**src/rtl/reg_file.sv**
```systemverilog
// Integer register file: 32 x 32-bit, two combinational read ports, one synchronous write port, x0 hardwired to zero.
// Optional write-to-read forwarding is enabled by defining REG_FILE_BYPASS_EN.
module reg_file #(
    parameter int unsigned DATA_WIDTH = 32,
    parameter int unsigned ADDR_WIDTH = 5
) (
    input  logic                  clk,
    input  logic                  rst,
    input  logic                  we,
    input  logic [ADDR_WIDTH-1:0] rs1,
    input  logic [ADDR_WIDTH-1:0] rs2,
    input  logic [ADDR_WIDTH-1:0] rd,
    input  logic [DATA_WIDTH-1:0] wd,
    output logic [DATA_WIDTH-1:0] rd1,
    output logic [DATA_WIDTH-1:0] rd2
);

    localparam int unsigned DEPTH = 2 ** ADDR_WIDTH;

    // Index 0 has no storage; reads of x0 are forced to zero below.
    logic [DATA_WIDTH-1:0] regs [1:DEPTH-1];

    logic write_ok;
    assign write_ok = we && (rd != '0);

    always_ff @(posedge clk or posedge rst) begin
        if (rst) begin
            for (int unsigned i = 1; i < DEPTH; i++) begin
                regs[i] <= '0;
            end
        end else begin
            for (int unsigned i = 1; i < DEPTH; i++) begin
                if (write_ok && (rd == ADDR_WIDTH'(i))) begin
                    regs[i] <= wd;
                end
            end
        end
    end

    always_comb begin
        rd1 = '0;
        rd2 = '0;
        if (rs1 != '0) begin
            rd1 = regs[rs1];
        end
        if (rs2 != '0) begin
            rd2 = regs[rs2];
        end
`ifdef REG_FILE_BYPASS_EN
        // Forward the pending write; suppressed during reset so outputs stay zero.
        if (!rst && write_ok && (rs1 == rd)) begin
            rd1 = wd;
        end
        if (!rst && write_ok && (rs2 == rd)) begin
            rd2 = wd;
        end
`endif
    end

endmodule

```
**config.mk**
```make
export PLATFORM = sky130hd
export DESIGN_NAME = reg_file
export DESIGN_NICKNAME = d
export VERILOG_FILES = /design/src/rtl/reg_file.sv
export SDC_FILE = /design/constraint.sdc
export NUM_CORES = 2
export LEC_CHECK = 0
export BUFFER_PORTS_ARGS = -buffer_cell sky130_fd_sc_hd__clkbuf_2
export CORE_ASPECT_RATIO = 1.75
export CORE_MARGIN = 1.5
export CORE_UTILIZATION = 50
export DETAILED_ROUTE_END_ITERATION = 10
export GPL_TIMING_DRIVEN = 0
export PLACE_DENSITY = 0.71
export SYNTH_ARGS = -nofsm -noshare
export SYNTH_HDL_FRONTEND = slang
export SYNTH_SLANG_ARGS = --single-unit
```
**constraint.sdc**
```tcl
create_clock -name clk -period 61.7 [get_ports clk]
set_clock_uncertainty 0.15 [all_clocks]
set_input_delay 9.255 -clock clk [delete_from_list [all_inputs] [get_ports clk]]
set_output_delay 9.255 -clock clk [all_outputs]
set_load 0.01 [all_outputs]
```
Yosys cells after proc, flatten, opt, wreduce, memory -nomap -nowiden
Index checks and enable logic that the tools add are counted.

storage, ports and cells
  output and inout port bits = 64
  input port bits = 50
  register bits after elaboration = 992
  word-level logic and storage cells = 109

operators by class
  equality and inequality tests = 31
  bitwise logic cells = 2
  mux-type cells = 8
  reduce and logical (&&, ||, !) cells = 35
  magnitude comparators = 2

operators with widths
  kind                                                             number
  32-bit binary-select mux with 5-bit select                       2
  32-bit two-way mux                                               6
  5-bit == test, second input constant                             16
  5-bit by 4-bit == test with 1-bit output, second input constant  8
  1-bit logical AND                                                32
  5-bit by 3-bit == test with 1-bit output, second input constant  4
  5-bit nonzero test                                               3
  6-bit >= comparator, second input constant                       2
  5-bit NOT with 6-bit output                                      2
  5-bit by 2-bit == test with 1-bit output, second input constant  2
  5-bit by 1-bit == test with 1-bit output, second input constant  1

Logic depth before layout (Yosys ltp)
  word-level depth = 5
  gate-level depth with buffers = 9

Worst setup path after synthesis
No wires, ideal clock.

  path kind = input -> output
  start point = in rs1[0]
  end point = out rd1[29]
  data arrival time = 10920 ps
  setup slack = 41375 ps
  stages = 8
  path buffers = 4
  required time = 52295 ps
  path through = buf_2 > buf_4 > buf_4 > buf_2 > mux4_2 > mux2i_1 > nor2_1 > or3_1

on the way
  longest elaborated chain between the ends = 5
  elaborated cells between the ends (all ways) = 6
  those cells by class = mux: 4; bitwise: 1; reduce/logical: 1

RTL lines
  item                                                   line  source
  start: declaration                                     10    input logic [ADDR_WIDTH-1:0] rs1,
  5-bit NOT with 6-bit output (not written as such)      44    rd1 = regs[rs1];
  32-bit binary-select mux with 5-bit select             44
  32-bit two-way mux (not written as such) (2 in a row)  44
  32-bit two-way mux (*)                                 43    if (rs1 != '0) begin
  end: declaration                                       14    output logic [DATA_WIDTH-1:0] rd1,

Every way passes the cells marked *; elsewhere a longest branch is shown, timed or not. The select of a mux whose other input is x is not followed.

Final worst setup path
  start point = in rs1[2]
  end point = out rd1[10]

The elaborated chain is that of the path after synthesis.

==> impl_metrics.yaml <==
outcome:
  status: "complete, but fails checks"
  violations: "max-capacitance violations, max-slew violations"
synthesis:
  ys_async_sr_fraction_pct: 100
  synthFlopType: "dfrtp_1"
  synthTopCellsByArea: "dfrtp_1 46%, mux2_2 20%, mux4_2 16%"
  synth_area_per_cell_um2: 13.9
  ys_warn_count: 0
  synthCells: 3839
  synth_top_area_share_pct: 46.4
  synth_top_cell_by_area: "dfrtp_1"
  synth_common_cells: "992 x dfrtp_1, 962 x mux2_2, 376 x mux4_2"
  synth_edf_count: 0
  yosysSeqAreaShare_pct: 46.4
  synth_area_um2: 53500
  syn_nets: 3889
  synth_seq_cells: 992
  yosys.cell_types.count: 48
  synth.most_common_cell: "dfrtp_1"
placement:
  gp_congestion: 1.03
  hpwl_um: 162000
  place_area_um2: 56000
  io_buffers: 105
sta:
  period_needed_ps: 23060
  max_slew_margin_pct: -3.15
  tightest_slew_ps: 1550
  fmax_ghz: 0.0434
  rsz0062_at_grt: "no"
  whs_ps: 367
  fin_tns_setup_ps: 0
  drv_slew: 21
  min_period_over_period_pct: 37.4
  setup_viol: 0
  hold_viol: 0
clock_tree:
  cts.sinks: 992
  cts.htree.levels: 3
  post-cts-setup-buffer-count: 0
  cts_inserted_buffers: 93
  clock_latency_ps: 760
  clockBufferDepth: 3
  cts_root_buffer: "clkbuf_16"
  tritoncts: "built"
  clk_pin_slew_ps: 60
  cts_resized: 0
  cts_hold_buf: 0
pwr:
  leakagePower_uw: 0.0260
  p_per_area_nw_per_um2: 33.3
  peakVddDrop_v: 0.0000277
detailed_routing:
  dr.pass1.iters: 6
  wl_met3_um: 26200
  met1_length_um: 71400
  drtIter0Drc: 5219
  drc: 0
  wl_per_cell_um: 42.2
  routed.top_layer: "met5"
  vias: 40200
  vias_per_cell: 7.30
  antenna_left: 0
  route.met2.wl_um: 103000
  wl_um: 232000
layout:
  area_growth_pct: 10.8
  top_regs: "regs x992"
  num-fill-cells: 8726
  drive_gt1_share_pct: 43.4
  largest_reg_flops: 992
  design_area_um2: 59300
  regArea_um2: 24800
  nets: 4101
  multi_input_area_um2: 26900
  largest-register: "regs"
critical_path:
  crit_required_ps: 52290
  crit_fanout: 10
  r2r_slack_ps: 60500
  slowest_delay_ps: 1090
  r2r.worst_path.cells: 1
  cp.arrival_ps: 13650
  path_class: "input port to primary output"
  crit_buf_inv: 5
  cpMaxStageDelayCell: "clkbuf_1"
  start_kind: "input port"
  cp_common_cell: "clkbuf_1"
  setup.worst_path.start: "rs1[2]"
  end_kind: "primary output"
  path_cells: "clkbuf_1 -> buf_2 -> buf_4 -> clkbuf_1 -> mux4_2 -> mux2i_1 -> o32a_1 -> o221ai_1 -> clkbuf_2"
  crit_family: "buffers and inverters"
  worst-path-stages: 9
  timing.rr.end: "regs[813]$_DFFE_PP0P_"
  r2r-start: "regs[813]$_DFFE_PP0P_"
  endpoint: "rd1[10]"
die:
  num_rows: 158
  coreArea_um2: 106000
  ios: 114
  chipWidth_um: 250
  die_y_um: 436
  die_area_um2: 109000
  start_util_pct: 50.5
min_path:
  hp-class: "flip-flop to flip-flop"
  holdCritStartpoint: "regs[482]$_DFFE_PP0P_"
grt:
  grt_pass1_vias: 39700
  overflow: 0
  grt_pass1_wl_um: 319000
  grt.total_usage_pct: 43.0
  grt_max_degree: 131
  grt_antenna_before_repair: 26
flow_run:
  maxCapViolations: 4
power by group:
part	switching [uW]	internal, uW
combinational	238	232
sequential	104	778
clock	277	346
total	619	1360
worst min path at each step:
stage                     depth (start not counted)                    end  slack [ps]
after floorplan                                   1  regs[410]$_DFFE_PP0P_         320
after global placement                            1  regs[419]$_DFFE_PP0P_         340
after detailed placement                          1  regs[482]$_DFFE_PP0P_         350
after CTS                                         1  regs[439]$_DFFE_PP0P_         370
after global routing                              1  regs[441]$_DFFE_PP0P_         380
final                                             1  regs[482]$_DFFE_PP0P_         370
per-layer routing:
metal	up-vias	GRT usage, %
li1	15000	-
met1	20700	45.6
met5	-	0.0893
met2	3298	63.2
met3	1193	14.7
met4	6	48.1
cell type report:
type	instances	share of cell area (%)
antenna	22	0.0928
clock inverter	39	0.975
inverter	5	0.0443
clock buffer	125	4.36
timing repair buffer	117	1.35
tap	1360	2.87
sequential	992	41.9
multi-input combinational	2427	45.3
buffer	415	3.12
metrics by stage:
stage	setup slack [ps]	cells	util, %	power [uW]
5_1_grt	38720	5485	55.9	2020
6_report	38640	5502	56.0	1970
4_1_cts	38920	5477	55.8	1940
3_5_place_dp	38920	5313	52.9	1330
2_1_floorplan	24390	3839	-	1160
3_3_place_gp	13170	5304	52.6	1310
cells in the final DEF (no fill, tap or decap), types with 8 or more instances in the layout:
master | synthesis | final
a21oi_1 | 102 | 101
a221oi_1 | 63 | 63
a22oi_1 | 36 | 36
buf_1 | 35 | 35
buf_16 | 0 | 8
buf_2 | 152 | 152
buf_4 | 19 | 19
bufinv_16 | 0 | 12
clkbuf_1 | 205 | 221
clkbuf_16 | 0 | 93
clkbuf_2 | 0 | 107
clkbuf_8 | 0 | 16
clkinv_2 | 0 | 14
dfrtp_1 | 992 | 992
diode_2 | 0 | 22
mux2_1 | 95 | 95
mux2_2 | 962 | 962
mux2i_1 | 211 | 211
mux4_2 | 376 | 376
nand2_1 | 204 | 204
nand3_1 | 36 | 36
nand4_1 | 8 | 8
nor2_1 | 63 | 62
nor2b_1 | 73 | 73
nor3_1 | 45 | 45
o211ai_1 | 32 | 32
o21ai_0 | 38 | 38
o221ai_1 | 14 | 14
o32a_1 | 13 | 13
or3_1 | 9 | 9
logic make-up (layout without fill, tap and decap cells):
family / count (synthesis) / count (layout) / share of synthesized area [%]
mux: 1644 / 1644 / 42.0
simple gates: 462 / 462 / 4.02
other cells: 0 / 22 / 0
compound gates: 321 / 321 / 4.13
flops: 992 / 992 / 46.4
buf+inv: 420 / 701 / 3.49
Power figures use the tool's default switching activity.
